--- config.mk ---
export PLATFORM = sky130hd
export DESIGN_NAME = ex_muldiv_unit
export DESIGN_NICKNAME = d
export VERILOG_FILES = /design/src/rtl/muldiv_pkg.sv /design/src/rtl/ex_muldiv_unit.sv
export SDC_FILE = /design/constraint.sdc
export NUM_CORES = 1
export LEC_CHECK = 0
export CAP_MARGIN = 20
export CORE_MARGIN = 3
export CORE_UTILIZATION = 45
export DETAILED_ROUTE_END_ITERATION = 6
export PLACE_DENSITY_LB_ADDON = 0.3
export RECOVER_POWER = 25
export SYNTH_ARGS = -nofsm -noshare
export SYNTH_HDL_FRONTEND = slang
export SYNTH_SLANG_ARGS = --single-unit
export TNS_END_PERCENT = 100
--- constraint.sdc ---
create_clock -name clk -period 11.7 [get_ports clk]
set_input_delay 2.925 -clock clk [delete_from_list [all_inputs] [get_ports clk]]
set_output_delay 2.925 -clock clk [all_outputs]
set_load 0.005 [all_outputs]
--- src/rtl/muldiv_pkg.sv ---
// Shared types, opcode constants and helpers for the RV32M multiply/divide unit.
package muldiv_pkg;

  typedef enum logic [1:0] {
    IDLE = 2'd0,
    CALC = 2'd1,
    DONE = 2'd2
  } state_e;

  localparam logic [2:0] F3_MUL    = 3'b000;
  localparam logic [2:0] F3_MULH   = 3'b001;
  localparam logic [2:0] F3_MULHSU = 3'b010;
  localparam logic [2:0] F3_MULHU  = 3'b011;
  localparam logic [2:0] F3_DIV    = 3'b100;
  localparam logic [2:0] F3_DIVU   = 3'b101;
  localparam logic [2:0] F3_REM    = 3'b110;
  localparam logic [2:0] F3_REMU   = 3'b111;

  localparam logic [6:0] OPCODE_RTYPE  = 7'b0110011;
  localparam logic [6:0] FUNCT7_MULDIV = 7'b0000001;

  localparam int unsigned NEG_W = 64;

  // Conditional two's-complement negate; narrower values are zero-extended by the caller.
  function automatic logic [NEG_W-1:0] cond_neg(input logic [NEG_W-1:0] x, input logic en);
    return en ? (~x + NEG_W'(1)) : x;
  endfunction

endpackage

--- src/rtl/ex_muldiv_unit.sv ---
// Iterative radix-2 RV32M multiply/divide engine for the EX stage.
module ex_muldiv_unit
  import muldiv_pkg::*;
#(
  parameter int unsigned XLEN  = 32,
  parameter int unsigned CNT_W = 6
) (
  input  logic            clk,
  input  logic            rst,
  input  logic            op_valid,
  input  logic [2:0]      funct3,
  input  logic [XLEN-1:0] src1,
  input  logic [XLEN-1:0] src2,
  input  logic            flush,
  input  logic            hold,
  output logic            stall,
  output logic [XLEN-1:0] result,
  output logic            result_valid
);

  localparam int unsigned DW = 2 * XLEN;
  localparam int unsigned RW = XLEN + 1;

  state_e            state_q, state_d;
  logic [CNT_W-1:0]  cnt_q, cnt_d;
  logic [DW-1:0]     acc_q, acc_d;     // mul: {partial high, multiplier}; div: low half holds dividend/quotient
  logic [RW-1:0]     rem_q, rem_d;     // divider partial remainder
  logic [XLEN-1:0]   opnd_q, opnd_d;   // multiplicand or divisor magnitude
  logic              neg_q, neg_d;     // final result needs negation
  logic [2:0]        f3_q, f3_d;
  logic [XLEN-1:0]   result_q, result_d;
  logic              rv_q, rv_d;

  // Operand decode for the accepting cycle: magnitudes, sign and the fast-path corner cases
  logic            src1_signed, src2_signed, neg1, neg2;
  logic            div_zero, div_ovf, fast;
  logic [XLEN-1:0] abs1, abs2, fast_res;

  always_comb begin
    src1_signed = !(funct3 inside {F3_MULHU, F3_DIVU, F3_REMU});
    src2_signed = funct3 inside {F3_MUL, F3_MULH, F3_DIV, F3_REM};
    neg1        = src1_signed & src1[XLEN-1];
    neg2        = src2_signed & src2[XLEN-1];
    abs1        = XLEN'(cond_neg(DW'(src1), neg1));
    abs2        = XLEN'(cond_neg(DW'(src2), neg2));
    div_zero    = funct3[2] && (src2 == '0);
    div_ovf     = (funct3 inside {F3_DIV, F3_REM}) &&
                  (src1 == {1'b1, {(XLEN-1){1'b0}}}) && (src2 == '1);
    fast        = div_zero || div_ovf;
    // funct3[1] distinguishes REM/REMU from DIV/DIVU within the divide group
    if (div_zero) fast_res = funct3[1] ? src1 : '1;
    else          fast_res = funct3[1] ? '0 : src1;
  end

  // One radix-2 iteration for both datapaths plus the sign-corrected final value
  logic [RW-1:0]   mul_sum;
  logic [DW-1:0]   mul_next, mul_fix;
  logic [RW:0]     div_shift, div_diff;
  logic            div_ge;
  logic [RW-1:0]   div_rem_next;
  logic [XLEN-1:0] div_quo_next, quo_fix, rem_fix, calc_res;

  always_comb begin
    mul_sum      = {1'b0, acc_q[DW-1:XLEN]} + (acc_q[0] ? {1'b0, opnd_q} : '0);
    mul_next     = {mul_sum, acc_q[XLEN-1:1]};
    div_shift    = {rem_q, acc_q[XLEN-1]};
    div_diff     = div_shift - {2'b00, opnd_q};
    div_ge       = div_shift >= {2'b00, opnd_q};
    div_rem_next = div_ge ? RW'(div_diff) : RW'(div_shift);
    div_quo_next = {acc_q[XLEN-2:0], div_ge};
    mul_fix      = cond_neg(mul_next, neg_q);
    quo_fix      = XLEN'(cond_neg(DW'(div_quo_next), neg_q));
    rem_fix      = XLEN'(cond_neg(DW'(div_rem_next[XLEN-1:0]), neg_q));
    case (f3_q)
      F3_MUL:                      calc_res = mul_fix[XLEN-1:0];
      F3_MULH, F3_MULHSU, F3_MULHU: calc_res = mul_fix[DW-1:XLEN];
      F3_DIV, F3_DIVU:             calc_res = quo_fix;
      default:                     calc_res = rem_fix;
    endcase
  end

  // Next-state, datapath updates and the combinational stall
  always_comb begin
    state_d  = state_q;
    cnt_d    = cnt_q;
    acc_d    = acc_q;
    rem_d    = rem_q;
    opnd_d   = opnd_q;
    neg_d    = neg_q;
    f3_d     = f3_q;
    result_d = result_q;
    rv_d     = 1'b0;
    stall    = 1'b0;

    case (state_q)
      IDLE: begin
        stall = op_valid & ~flush & ~rst;
        if (op_valid && !flush) begin
          f3_d  = funct3;
          neg_d = (funct3 == F3_REM) ? neg1 : (neg1 ^ neg2);
          cnt_d = '0;
          rem_d = '0;
          if (fast) begin
            result_d = fast_res;
            rv_d     = 1'b1;
            state_d  = DONE;
          end else begin
            acc_d   = funct3[2] ? DW'(abs1) : DW'(abs2);
            opnd_d  = funct3[2] ? abs2 : abs1;
            state_d = CALC;
          end
        end
      end

      CALC: begin
        if (flush) begin
          state_d = IDLE;
          cnt_d   = '0;
        end else begin
          stall = ~rst;
          cnt_d = cnt_q + CNT_W'(1);
          if (f3_q[2]) begin
            acc_d = {acc_q[DW-1:XLEN], div_quo_next};
            rem_d = div_rem_next;
          end else begin
            acc_d = mul_next;
          end
          if (cnt_q == CNT_W'(XLEN - 1)) begin
            result_d = calc_res;
            rv_d     = 1'b1;
            cnt_d    = '0;
            state_d  = DONE;
          end
        end
      end

      DONE: begin
        if (flush)     state_d = IDLE;
        else if (hold) rv_d    = 1'b1;
        else           state_d = IDLE;
      end

      default: state_d = IDLE;
    endcase
  end

  // State and datapath registers with synchronous reset
  always_ff @(posedge clk) begin
    if (rst) begin
      state_q  <= IDLE;
      cnt_q    <= '0;
      acc_q    <= '0;
      rem_q    <= '0;
      opnd_q   <= '0;
      neg_q    <= 1'b0;
      f3_q     <= '0;
      result_q <= '0;
      rv_q     <= 1'b0;
    end else begin
      state_q  <= state_d;
      cnt_q    <= cnt_d;
      acc_q    <= acc_d;
      rem_q    <= rem_d;
      opnd_q   <= opnd_d;
      neg_q    <= neg_d;
      f3_q     <= f3_d;
      result_q <= result_d;
      rv_q     <= rv_d;
    end
  end

  assign result       = result_q;
  assign result_valid = rv_q;

endmodule

==> flow_summary.yaml <==
status:
  outcome: "finished with violations"
  violations: "capacitance limit, slew limit"
pwr:
  p_switching_w: 0.000797
  power_leakage_nw: 7.26
  clockPowerShare_pct: 29.0
  ir_drop_v: 0.000103
  p_total_w: 0.00194
  pwr-share-seq_pct: 33.4
  swShare_pct: 41.2
  p_per_area_mw_per_mm2: 98.6
  intPower_w: 0.00114
  combPwrFrac_pct: 37.6
worst_setup_path:
  cp_cell_sequence: "dlygate4sd3_1 -> nor2_1 -> nand2_1 -> a21oi_1 -> clkdlybuf4s50_1"
  end_kind: "primary output"
  rr_worst_depth: 20
  critical_path.max_fanout: 6
  slowest_delay_ps: 680
  required_ps: 8780
  crit_slowest_cell: "dlygate4sd3_1"
  critPathKind: "in2out"
  cp-start-kind: "input port"
  critical_path_arrival_ps: 4890
routing:
  via_count: 19642
  first_pass_iters: 6
  drt_iter0_markers: 2325
  vias_per_cell: 6.50
  detail_route.wl_per_cell_um: 24.0
  drt_wl_total_mm: 72.5
  postRouteAntennaNets: 0
  post-route-drc-count: 0
finish:
  final_cells: 3020
  fin_nets: 2632
  final_cell_mix: "355 x nor2_1, 232 x nand2_1, 180 x a21oi_1, 172 x dfxtp_1, 155 x o21ai_0"
  drive_gt1_share_pct: 4.32
  area_growth_pct: 9.53
  final_area_mm2: 0.0196
  final_common_cell: "nor2_1"
floorplanning:
  core_mm2: 0.0390
  die-area_mm2: 0.0423
  initial_utilization_pct: 46.0
  die_w_um: 206
  row_count: 72
  die_y_um: 206
  io_pins: 106
clocking:
  cts_tree: "done"
  cts_resized: 0
  path_clk_slew_ps: 70
  worstSkewPairLatency_ps: 470
  cts_setup_buffers: 0
  cts_root_buf: "clkbuf_16"
  ctsHoldBuffers: 0
  htreeDepth: 4
  clockBufferDepth: 2
  numCtsBuffers: 17
  clkSinkCount: 174
timing:
  worstMarginPinSlew_ps: 2270
  timing.final.crit_share_pct: 66.8
  finClkSkew_ps: 10.3
  max-slew-margin-rel_pct: -51.1
  fin_crit_ps: 7820
  drv_slew: 43
  setup_ws_ps: 3880
  tns_ps: 0
  final-setup-viol-count: 0
  max_freq_ghz: 0.128
  hold_viol: 0
  grt_setup_unrepaired: "false"
yosys:
  synthCells: 2547
  synthDistinctLibCells: 86
  yosysSeqAreaShare_pct: 19.4
  synthArstFlopShare_pct: 0
  avgSynthCellArea_um2: 7.04
  synth_nets: 2692
  synth_seq_cells: 174
  synth_edf_count: 0
  synth_area_mm2: 0.0179
  yosysWarnings: 0
  ys.flop_type: "dfxtp_1"
global_route:
  grt_pass1_wl_mm: 110
  track_usage_pct: 33.7
  antenna_found_initial: 6
  overflow: 0
  grt_pass1_vias: 18129
  grt_max_degree: 108
place:
  post-dp-hpwl_mm: 56.5
  gp_congestion: 1.01
  portBuffers: 105
  place_ws_ps: 3720
  place_area_mm2: 0.0191
  placed_cells: 2985
min_path:
  hp-class: "reg2reg"
  holdPathStages: 2
run:
  drv_cap: 1
power groups by stage:
stage / Combinational [W] / Sequential, W / Clock, W
3_5_place_dp: 0.000701 / 0.000659 / 0
3_3_place_gp: 0.000697 / 0.000658 / 0
2_1_floorplan: 0.000506 / 0.000628 / 0
4_1_cts: 0.000706 / 0.000645 / 0.000567
5_1_grt: 0.000780 / 0.000649 / 0.000586
6_report: 0.000728 / 0.000647 / 0.000561
cell usage after synthesis, drive strengths merged, types with 14 or more instances:
cell type | instances | share of area, %
nand3 | 41 | 1.1
nand4 | 28 | 0.98
nand2 | 232 | 4.9
nor2 | 355 | 7.4
and3 | 15 | 0.52
o31ai | 42 | 1.8
xnor2 | 117 | 5.7
a221oi | 21 | 1.0
dfxtp | 174 | 19
a21o | 31 | 1.3
or3 | 33 | 1.2
mux2i | 90 | 5.0
nor4 | 36 | 1.5
o211ai | 55 | 2.3
nand2b | 19 | 0.70
maj3 | 29 | 1.6
o21ai | 165 | 4.6
a31oi | 51 | 1.8
clkbuf | 185 | 3.9
ha | 71 | 5.0
a21oi | 180 | 5.0
xor2 | 98 | 4.8
nor3 | 69 | 2.0
inv | 66 | 1.4
and2 | 15 | 0.52
buf | 25 | 0.60
or4 | 18 | 0.82
a211oi | 57 | 2.4
o21a | 14 | 0.59
a22oi | 35 | 1.5
sequential cells by signal, indices dropped and copies added, names as in the netlist:
register      count
acc_q            64
rem_q            33
opnd_q           32
result           32
cnt_q             6
f3_q              3
state_q           2
neg_q             1
result_valid      1
kinds of logic after synthesis:
family,Yosys count,share of synthesized area [%]
buf+inv,277,5.88
compound gates,759,27.6
xor+xnor,215,10.5
simple gates,924,24.4
flops,174,19.4
mux,96,5.40
fa+ha+maj,102,6.80
path summary, 6_finish.rpt:
check | startpoint | endpoint | slack [ps]
min reg2reg | result[6] | result[6] | 450
max | flush | stall | 3880
max reg2reg | opnd_q[15] | result[24] | 4990
min | result[6] | result[6] | 450
per-layer routing:
metal / wire [µm] / vias to the layer above / share of wire (%) / track usage (%)
met4: 3300 / 12 / 4.5 / 13.7
met5: 91 / - / 0.13 / 0
met1: 31000 / 9364 / 43 / 46.3
met2: 31400 / 963 / 43 / 51.7
met3: 6700 / 168 / 9.2 / 6.57
li1: - / 9135 / - / -
critical path: cells and delay by family:
kind                   cells  cell delay (ps)
buffers and inverters      2             1240
AND/OR/NAND/NOR            2              440
AO/OA/AOI/OAI              1              290
through the flow:
stage	util, %	hold slack (ps)
4_1_cts	50.3	456
2_1_floorplan	-	448
6_report	50.3	448
3_5_place_dp	48.9	447
5_1_grt	50.3	476
3_3_place_gp	48.8	439
cell type report:
cell class / instances / area (µm²)
clock inverter: 14 / 114
clock buffer: 18 / 439
multi-input combinational: 2096 / 13400
timing repair buffer: 131 / 1270
tap: 518 / 648
inverter: 67 / 251
sequential: 174 / 3490
antenna: 2 / 5.00
fill: 3929 / 19400
(Power assumes the default switching activity.)
